$ cat src/rtl/calc_seq_engine.sv
// rtl/calc_seq_engine.sv - multi-cycle BCD calculator: digit conversion, then add/sub/shift-add mul/restoring div
module calc_seq_engine #(
    parameter int NDIG = 2,
    parameter int OPW  = 7,
    parameter int RW   = 14,
    parameter logic [7:0] A_add  = 8'h0A,
    parameter logic [7:0] B_sub  = 8'h0B,
    parameter logic [7:0] f_mult = 8'h0F,
    parameter logic [7:0] D_ivid = 8'h0D
) (
    input  logic              clk,
    input  logic              rst,
    input  logic              start,
    input  logic [7:0]        op,
    input  logic [4*NDIG-1:0] a_bcd,
    input  logic [4*NDIG-1:0] b_bcd,
    output logic              busy,
    output logic              done,
    output logic [RW-1:0]     result,
    output logic [OPW-1:0]    rem,
    output logic              neg,
    output logic              err
);
    localparam int CW = $clog2(OPW + NDIG + 1);

    typedef enum logic [1:0] {IDLE, CONV, EXEC, DONE} state_t;
    state_t state, state_nx;

    logic [7:0]        op_r;
    logic [4*NDIG-1:0] a_sh, b_sh;
    logic [OPW-1:0]    acc_a, acc_b, work, part;
    logic [RW-1:0]     prod, mcand;
    logic [CW-1:0]     cnt;
    logic              bad;

    logic [3:0]     dig_a, dig_b;
    logic [OPW-1:0] acc_a_nx, acc_b_nx;
    logic           bad_nx, op_ok, conv_last, exec_last, conv_err;
    logic [RW-1:0]  prod_step;
    logic [OPW:0]   shifted, trial;
    logic [OPW-1:0] part_step, work_div, work_mul;

    assign dig_a     = a_sh[4*NDIG-1 -: 4];
    assign dig_b     = b_sh[4*NDIG-1 -: 4];
    assign acc_a_nx  = acc_a * OPW'(10) + OPW'(dig_a);
    assign acc_b_nx  = acc_b * OPW'(10) + OPW'(dig_b);
    assign bad_nx    = bad | (dig_a > 4'd9) | (dig_b > 4'd9);
    assign op_ok     = (op_r == A_add) || (op_r == B_sub) || (op_r == f_mult) || (op_r == D_ivid);
    assign conv_last = (cnt == CW'(NDIG - 1));
    assign exec_last = (op_r == A_add) || (op_r == B_sub) || (cnt == CW'(OPW - 1));
    assign conv_err  = bad_nx || !op_ok || ((op_r == D_ivid) && (acc_b_nx == '0));

    // One iteration of each multi-cycle algorithm; work holds the multiplier or the dividend/quotient.
    assign prod_step = work[0] ? prod + mcand : prod;
    assign work_mul  = work >> 1;
    assign shifted   = {part, work[OPW-1]};
    assign trial     = shifted - {1'b0, acc_b};
    assign part_step = trial[OPW] ? shifted[OPW-1:0] : trial[OPW-1:0];
    assign work_div  = {work[OPW-2:0], ~trial[OPW]};

    always_ff @(posedge clk or negedge rst) begin
        if (!rst) state <= IDLE;
        else      state <= state_nx;
    end

    always_comb begin
        state_nx = state;
        busy     = (state != IDLE);
        done     = (state == DONE);
        case (state)
            IDLE: if (start) state_nx = CONV;
            CONV: if (conv_last) state_nx = conv_err ? DONE : EXEC;
            EXEC: if (exec_last) state_nx = DONE;
            DONE: state_nx = IDLE;
            default: state_nx = IDLE;
        endcase
    end

    always_ff @(posedge clk or negedge rst) begin
        if (!rst) begin
            op_r <= '0; a_sh <= '0; b_sh <= '0;
            acc_a <= '0; acc_b <= '0; work <= '0; part <= '0;
            prod <= '0; mcand <= '0; cnt <= '0; bad <= 1'b0;
            result <= '0; rem <= '0; neg <= 1'b0; err <= 1'b0;
        end else begin
            case (state)
                IDLE: if (start) begin
                    op_r  <= op;
                    a_sh  <= a_bcd;
                    b_sh  <= b_bcd;
                    acc_a <= '0;
                    acc_b <= '0;
                    bad   <= 1'b0;
                    cnt   <= '0;
                end
                CONV: begin
                    a_sh  <= a_sh << 4;
                    b_sh  <= b_sh << 4;
                    acc_a <= acc_a_nx;
                    acc_b <= acc_b_nx;
                    bad   <= bad_nx;
                    cnt   <= conv_last ? '0 : cnt + 1'b1;
                    if (conv_last) begin
                        prod  <= '0;
                        mcand <= RW'(acc_b_nx);
                        work  <= acc_a_nx;
                        part  <= '0;
                    end
                    if (conv_last && conv_err) begin
                        result <= '0;
                        rem    <= '0;
                        neg    <= 1'b0;
                        err    <= 1'b1;
                    end
                end
                EXEC: begin
                    cnt   <= cnt + 1'b1;
                    prod  <= prod_step;
                    mcand <= mcand << 1;
                    if (op_r == D_ivid) begin
                        work <= work_div;
                        part <= part_step;
                    end else begin
                        work <= work_mul;
                    end
                    if (exec_last) begin
                        err <= 1'b0;
                        rem <= '0;
                        neg <= 1'b0;
                        if (op_r == A_add) begin
                            result <= RW'(acc_a) + RW'(acc_b);
                        end else if (op_r == B_sub) begin
                            result <= (acc_a >= acc_b) ? RW'(acc_a - acc_b) : RW'(acc_b - acc_a);
                            neg    <= (acc_a < acc_b);
                        end else if (op_r == f_mult) begin
                            result <= prod_step;
                        end else begin
                            result <= RW'(work_div);
                            rem    <= part_step;
                        end
                    end
                end
                default: ;
            endcase
        end
    end
endmodule
$ cat config.mk
export PLATFORM = sky130hd
export DESIGN_NAME = calc_seq_engine
export DESIGN_NICKNAME = d
export VERILOG_FILES = /design/src/rtl/calc_seq_engine.sv
export SDC_FILE = /design/constraint.sdc
export NUM_CORES = 1
export LEC_CHECK = 0
export CAP_MARGIN = 20
export CORE_ASPECT_RATIO = 0.6
export CORE_MARGIN = 2
export CORE_UTILIZATION = 30
export CTS_BUF_LIST = sky130_fd_sc_hd__clkbuf_16
export CTS_CLUSTER_SIZE = 8
export DETAILED_ROUTE_END_ITERATION = 6
export PLACE_DENSITY = 0.54
export SETUP_SLACK_MARGIN = 0.1
export SYNTH_ARGS = -nofsm -noshare
export SYNTH_HDL_FRONTEND = slang
export SYNTH_SLANG_ARGS = --single-unit
$ cat constraint.sdc
create_clock -name clk -period 8.5 [get_ports clk]
set_clock_uncertainty 0.1 [all_clocks]
set_input_delay 0.85 -clock clk [delete_from_list [all_inputs] [get_ports clk]]
set_output_delay 0.85 -clock clk [all_outputs]
set_load 0.02 [all_outputs]
==> flow_metrics.tcl, run 1 <==
set metrics [dict create \
    cts-resized-gates 0 \
    timing.fmax_mhz 268.5 \
    areaGrowthSynthToFinish_pct 15.47 \
    cts_buffers 9 \
    p_leak_uw 0.003827 \
    crit_cells 12 \
    cpLargestDelayFamily "simple AND/OR/NAND/NOR gates" \
    worstPathCellList "ha_1 > ha_1 > inv_1 > fa_1 > nand2b_1 > o2bb2ai_1 > nand3_1 > o311ai_2 > nand2_1 > buf_16 > or3_4 > o21ai_1" \
    hold_viol 0 \
    root_buffer "clkbuf_16" \
    finalSetupViolCount 0 \
    final_common_cell "dfrtp_1" \
    drt_pass1_iterations 5 \
    p_per_area_nw_per_um2 399.2 \
    crit_type "reg -> reg" \
    yosys.area.top_type "dfrtp_1" \
    grtUsageTotal_pct 16.63 \
    hold_start "err" \
    cp-start-kind "register" \
    clk_pin_slew_worst_paths_ns 0.08 \
    cts_max_path_buffers 2 \
    rsz0062_at_grt "no" \
    post-place-ws_ns 4.253 \
    dpl.hpwl_um 16290 \
    synth_nets 918 \
    hold_class "reg -> reg" \
    reg2reg_depth 12 \
    port_buffers 51 \
    critPathMaxStageDelay_ns 0.60 \
    remaining_drc_errors 0 \
    slew_headroom_pct 39.01 \
    synth_ff_type "dfrtp_1" \
    die-width_um 207.8 \
    ys_top_cells_by_area "dfrtp_1, ha_1, o21ai_0, nand2_1, a21oi_1" \
    ys_warn_count 0 \
    arrival_ns 3.91 \
    netlist.area_leader.share_pct 36.83 \
    die-area_sq_um 26240 \
    vdd_drop_max_v 0.0002037 \
    clk_latency_ns 0.36 \
    seq_area_frac_synth_pct 36.83 \
    drt-initial-drc-count 356 \
    r2r_end "rem[4]" \
    htreeDepth 3 \
    crit_required_ns 8.68 \
    grt_overflow_total 0 \
    setup.worst_path.start "acc_b[1]" \
    fin_nets 953 \
    drtAntennaViolNets 0 \
    antenna_found_initial 0 \
    vias 6118 \
    wl_per_cell_um 18.11 \
    slowest_stage "dfrtp_1" \
    ys_types 65 \
    endpoint_kind "register" \
    start_util_pct 30.72 \
    post_cts_buffers 0 \
    routed_wirelength_um 21380 \
    insertedDiodeCount 0 \
    fin_ws_ns 4.776 \
    synth_edf_count 0 \
    r2r-start "acc_b[1]" \
    layout-drive-gt1-share_pct 6.170 \
    cap_violations 0 \
    clock_sink_count 110 \
    via_per_inst 5.180 \
    grt_pass1_wl_um 34150 \
    period_needed_ns 3.724 \
    hold_ws_ns 0.3821 \
    hold_buffers 0 \
    die_h_um 126.3 \
    fin_crit_sh_pct 43.81 \
    pin_count 52 \
    worstSetupEndpoint "rem[4]" \
    crit_top_cell "ha_1" \
    path_buf_inv 2 \
    cts_tree "built" \
    syn_area_sq_um 7475 \
    p_total_uw 3446 \
    final_cell_mix "dfrtp_1, nand2_1, o21ai_0, ha_1, a21oi_1" \
    r2r_slack_ns 4.78 \
    synth-seq-cells 110 \
    core_sq_um 24330 \
    slew_viol_final 0 \
    grt_max_degree 59 \
    worst_pin_slew_ns 0.9115 \
    crit_fanout 29 \
    syn_area_per_cell_sq_um 9.127 \
    gp_congestion 0.8489 \
    grt_pass1_vias 5827 \
    synth-async-reset-ratio_pct 100.0 \
    setup_tns_ns 0 \
    fin_util_pct 35.47 \
    outcome "completed" \
    syn_inst 819 \
    rows 44 \
]
## state kept, by name, summed over array words and instances (netlist names)
| signal | cells |
|---|---|
| a_sh | 8 |
| acc_a | 7 |
| acc_b | 7 |
| b_sh | 8 |
| bad | 1 |
| cnt | 4 |
| err | 1 |
| mcand | 14 |
| neg | 1 |
| op_r | 8 |
| part | 7 |
| prod | 14 |
| rem | 7 |
| result | 14 |
| state | 2 |
| work | 7 |
## power breakdown
group	switching [uW]	internal, uW	total [uW]
clock	210	230	441
combinational	1200	840	2040
sequential	256	705	962
## synth_stat cells, drive strengths merged, types with 3 or more instances
cell    number
dfrtp      110
nand2      103
o21ai       86
ha          63
a21oi       60
nor2        45
inv         42
mux2i       30
clkbuf      28
a22o        24
xnor2       24
nand3       22
xor2        14
mux2        13
a21o        12
nand2b      12
and3        11
buf          9
fa           9
nor2b        8
o31ai        8
o21a         7
o22ai        7
a32o         6
nor3         5
a31oi        4
and2         4
nand3b       4
or3          4
a211oi       3
o211ai       3
o21bai       3
## final cells by class
cell class | count | area (sq um)
Clock buffer | 9 | 225.2
Clock inverter | 7 | 72.57
Fill cell | 2516 | 15700
Inverter | 42 | 157.7
Multi-Input combinational cell | 630 | 4417
Sequential cell | 110 | 2753
Tap cell | 322 | 402.9
Timing Repair Buffer | 61 | 603.1
## kinds of logic (layout without fill, tap and decap cells)
family,Yosys count,after routing,synth area share [%]
xor+xnor,38,38,4.553
buf+inv,79,119,4.134
mux,43,43,5.976
compound gates,246,246,21.02
simple gates,231,231,14.53
flops,110,110,36.83
fa+ha+maj,72,72,12.96
## per-stage QoR
stage | instances | cell area, sq um
floorplan | 819 | 7475
global placement | 1164 | 8305
detailed placement | 1164 | 8305
CTS | 1180 | 8603
global route | 1181 | 8631
finish | 1181 | 8631
## worst min path at each step
stage,cells after the start,endpoint,slack [ns]
after floorplan,1,bad,0.36
after global placement,2,err,0.36
after detailed placement,2,result[1],0.37
after CTS,2,result[1],0.39
after global routing,2,result[1],0.41
final,2,err,0.38
## worst reg2reg max path: cells and delay by family (launching register included)
kind | cells | cell delay (ns)
simple gates | 4 | 0.97
fa+ha+maj | 3 | 0.93
compound gates | 3 | 0.77
flops | 1 | 0.60
buf+inv | 2 | 0.28
## layer usage
layer | share of wire [%] | vias to the layer above | GRT usage (%)
met5 | 0 | - | 0
met4 | 0.55 | 0 | 2.336
met3 | 6.9 | 12 | 4.065
met2 | 35 | 162 | 19.82
met1 | 58 | 2950 | 28.70
li1 | - | 2994 | -
No activity file was read; power rests on OpenSTA's default activity.
==> run 2, diff against run 1 <==
clock period = 3.89 ns   (was 8.5 ns; I/O delays follow)
==> run 2 against run 1 <==
Effect of this change:
- final cell count is 0.51% higher
- clock power up 110%
- die area is the same
- register-to-register slack worse by 4.4 ns
- hold slack got worse by 0.37 ns
- worst setup slack got worse by 4.4 ns
- critical path depth unchanged
- first-iteration DRC count rose by 42%
- critical endpoint is now result[3]
- largest power group unchanged
==> flow_metrics.tcl, run 2 (same netlist as run 1, synthesis figures left out) <==
set metrics [dict create \
    areaGrowthSynthToFinish_pct 15.72 \
    layout-drive-gt1-share_pct 6.936 \
    fin_nets 959 \
    cap_violations 0 \
    finalSetupViolCount 0 \
    crit_fanout 29 \
    hold_viol 0 \
    vdd_drop_max_v 0.0002861 \
    period_needed_ns 3.505 \
    cts-resized-gates 0 \
    r2r-start "acc_b[3]" \
    die_h_um 126.3 \
    gp_congestion 0.8548 \
    cts_tree "built" \
    cts_max_path_buffers 2 \
    crit_type "reg -> reg" \
    grt_overflow_total 0 \
    cp-start-kind "register" \
    insertedDiodeCount 0 \
    rsz0062_at_grt "no" \
    drt_pass1_iterations 5 \
    timing.fmax_mhz 285.3 \
    setup_tns_ns 0 \
    die-area_sq_um 26240 \
    final_cell_mix "dfrtp_1, nand2_1, o21ai_0, ha_1, a21oi_1" \
    grt_max_degree 63 \
    antenna_found_initial 0 \
    cts_buffers 9 \
    post-place-ws_ns 0.4019 \
    fin_crit_sh_pct 90.10 \
    via_per_inst 5.139 \
    grt_pass1_vias 5788 \
    hold_buffers 0 \
    routed_wirelength_um 21210 \
    crit_required_ns 4.10 \
    outcome "completed" \
    drtAntennaViolNets 0 \
    hold_class "in -> async" \
    clk_latency_ns 0.38 \
    wl_per_cell_um 17.86 \
    die-width_um 207.8 \
    clk_pin_slew_worst_paths_ns 0.07 \
    setup.worst_path.start "acc_b[3]" \
    p_per_area_nw_per_um2 867.3 \
    vias 6100 \
    rows 44 \
    endpoint_kind "register" \
    drt-initial-drc-count 507 \
    grtUsageTotal_pct 16.93 \
    arrival_ns 3.72 \
    port_buffers 51 \
    reg_top3 "mcand: 14 flops, prod: 14 flops, result: 14 flops" \
    slew_viol_final 0 \
    post_cts_buffers 0 \
    fin_ws_ns 0.3850 \
    start_util_pct 30.72 \
    remaining_drc_errors 0 \
    root_buffer "clkbuf_16" \
    final_common_cell "dfrtp_1" \
    p_leak_uw 0.003839 \
    grt_pass1_wl_um 34380 \
    worst_pin_slew_ns 0.9165 \
    htreeDepth 3 \
    core_sq_um 24330 \
    clock_sink_count 110 \
    dpl.hpwl_um 16490 \
    slew_headroom_pct 38.90 \
    pin_count 52 \
]
-- run 2: cell type report --
cell class                      instances  area, sq um
Fill cell                            2501        15680
Clock buffer                            9        225.2
Multi-Input combinational cell        630         4417
Inverter                               42        157.7
Tap cell                              322        402.9
Timing Repair Buffer                   67        640.6
Sequential cell                       110         2753
Clock inverter                          7        53.80
-- run 2: layer usage --
| metal | part of all wire [%] | vias up | GRT usage, % |
|---|---|---|---|
| li1 | - | 2996 | - |
| met1 | 58 | 2921 | 28.55 |
| met2 | 35 | 169 | 20.09 |
| met3 | 6.6 | 14 | 4.713 |
| met4 | 0.89 | 0 | 3.338 |
| met5 | 0 | - | 0 |
-- run 2: where the power goes --
group | switching (uW) | internal [uW]
combinational | 2680 | 1840
sequential | 515 | 1540
clock | 478 | 443
-- run 2: per-stage QoR --
stage	cells	hold WS (ns)	util, %	power [uW]	instance area (sq um)
floorplan	819	-0.006591	-	5193	7475
global placement	1171	0.3635	34.40	6532	8371
finish	1187	0.01023	35.55	7502	8650
global route	1187	0.08207	35.55	8173	8650
detailed placement	1171	0.3727	34.40	6546	8371
CTS	1187	0.06005	35.55	7495	8650
-- run 2: worst max-delay path: stages, from the launching register on --
cell and delay [ns]:
dfrtp_1 0.46, ha_1 0.31, ha_1 0.19, inv_1 0.06, fa_1 0.44, nand2b_1 0.18, a21oi_1 0.18, xnor2_1 0.16
o311ai_2 0.46, nand2_1 0.12, buf_4 0.25, nor2_1 0.29, a32o_1 0.22
-- run 2: worst paths after layout --
check	end	slack (ns)	depth (start not counted)
max	result[3]	0.38	12
min	result[10]	0.01	1
max reg2reg	result[3]	0.38	12
min reg2reg	result[1]	0.38	2
max in group asynchronous	bad	2.89	2
min in group clk	result[1]	0.38	2
==> run 3, diff against run 2 <==
CORE_MARGIN = unset   (was 2)
==> run 3 against run 2 <==
Effect of this change:
- combinational power hardly changed
- die area is 2.5% lower
- non-clock buffer count stayed put
- total power is 2.5% higher
- final cell count stayed put
- register-to-register slack better by 0.03 ns
- critical path type unchanged
- highest routed layer unchanged
==> flow_metrics.tcl, run 3 (same netlist as run 1, synthesis figures left out) <==
set metrics [dict create \
    clk_pin_slew_worst_paths_ns 0.09 \
    areaGrowthSynthToFinish_pct 16.62 \
    start_util_pct 30.72 \
    vias 6146 \
    slew_viol_final 0 \
    fin_nets 959 \
    die-width_um 205.8 \
    remaining_drc_errors 0 \
    final_cell_mix "dfrtp_1, nand2_1, o21ai_0, ha_1, a21oi_1" \
    setup_tns_ns 0 \
    htreeDepth 3 \
    crit_fanout 29 \
    cp-start-kind "register" \
    drt-initial-drc-count 502 \
    r2r-start "acc_b[3]" \
    grt_pass1_vias 5652 \
    slew_headroom_pct 33.76 \
    hold_class "in -> async" \
    endpoint_kind "register" \
    gp_congestion 0.8870 \
    antenna_found_initial 0 \
    drtAntennaViolNets 0 \
    reg2reg_depth 12 \
    dpl.hpwl_um 16480 \
    cts_buffers 9 \
    vdd_drop_max_v 0.0002944 \
    hold_viol 0 \
    root_buffer "clkbuf_16" \
    hold_ws_ns 0.02732 \
    grt_pass1_wl_um 34000 \
    cts_tree "built" \
    fin_crit_sh_pct 89.21 \
    p_leak_uw 0.003866 \
    r2r_end "result[5]" \
    final_common_cell "dfrtp_1" \
    core_sq_um 24330 \
    via_per_inst 5.178 \
    cts_max_path_buffers 2 \
    crit_type "reg -> reg" \
    r2r_slack_ns 0.42 \
    die-area_sq_um 25570 \
    crit_required_ns 4.11 \
    insertedDiodeCount 0 \
    die_h_um 124.3 \
    clk_latency_ns 0.38 \
    post_cts_buffers 0 \
    reg_top3 "mcand: 14 flops, prod: 14 flops, result: 14 flops" \
    period_needed_ns 3.470 \
    drt_pass1_iterations 5 \
    wl_per_cell_um 18.09 \
    routed_wirelength_um 21480 \
    port_buffers 51 \
    rows 44 \
    worst_pin_slew_ns 0.9936 \
    clock_sink_count 110 \
    grt_overflow_total 0 \
    timing.fmax_mhz 288.2 \
    grt_max_degree 66 \
    finalSetupViolCount 0 \
    rsz0062_at_grt "no" \
    cap_violations 0 \
    outcome "completed" \
    grtUsageTotal_pct 17.56 \
    layout-drive-gt1-share_pct 7.052 \
    p_per_area_nw_per_um2 882.3 \
    pin_count 52 \
    arrival_ns 3.69 \
]
## run 3: cell count changes in the layout (fill, tap and decap cells not counted)
cell	change
inv_8	+2
inv_6	-2
clkinv_4	+1
clkinv_2	-1
o311ai_4	+1
bufinv_16	+2
clkinvlp_4	-1
inv_1	-1
o311ai_2	-1
## run 3: timing repair
item	4_1_cts	5_1_grt
hold endpoints to repair	0	0
resized for setup	0	1
hold buffers	0	0
endpoints found under the setup margin	0	3
## run 3: layer usage
metal | share of wire (%) | vias to the layer above | GRT usage (%)
met5 | 0 | - | 0
met3 | 7.0 | 11 | 4.657
met4 | 0.72 | 0 | 3.244
li1 | - | 3004 | -
met2 | 34 | 192 | 19.92
met1 | 58 | 2939 | 30.65
## run 3: worst max-delay path, cell delays in order (launching register included)
cell and delay [ns]:
dfrtp_1 0.46, ha_1 0.31, ha_1 0.19, inv_1 0.06, fa_1 0.42, nand2b_1 0.17, o2bb2ai_1 0.27, nand3_1 0.19
o311ai_4 0.34, nand2_1 0.12, buf_4 0.25, nor2_1 0.30, a32o_1 0.22
## run 3: metrics by stage
stage / total power (uW) / cell area (sq um) / util (%) / cells / setup slack, ns
after floorplan: 5193 / 7475 / - / 819 / 0.8128
after global placement: 6537 / 8371 / 34.40 / 1171 / 0.5346
after detailed placement: 6552 / 8371 / 34.40 / 1171 / 0.3811
after CTS: 7670 / 8707 / 35.78 / 1187 / 0.3591
after global routing: 8303 / 8717 / 35.82 / 1187 / 0.1854
final: 7691 / 8717 / 35.82 / 1187 / 0.4197
## run 3: worst max-delay path by stage
| stage | start | end | slack, ns | cells after the start |
|---|---|---|---|---|
| floorplan | acc_b[1] | result[4] | 0.81 | 12 |
| global placement | acc_b[3] | result[5] | 0.53 | 12 |
| detailed placement | acc_b[3] | result[5] | 0.38 | 12 |
| CTS | acc_b[3] | result[5] | 0.36 | 12 |
| global route | acc_b[3] | result[4] | 0.19 | 12 |
| finish | acc_b[3] | result[5] | 0.42 | 12 |
## run 3: layout make-up
class                           count  area, sq um
Clock buffer                        9        225.2
Clock inverter                      7        111.4
Fill cell                        2492        15620
Inverter                           42        157.7
Multi-Input combinational cell    630         4427
Sequential cell                   110         2753
Tap cell                          322        402.9
Timing Repair Buffer               67        640.6
## run 3: report_power, final
part,switching [uW],internal [uW]
logic,2700,1840
registers,520,1540
clock network,502,583
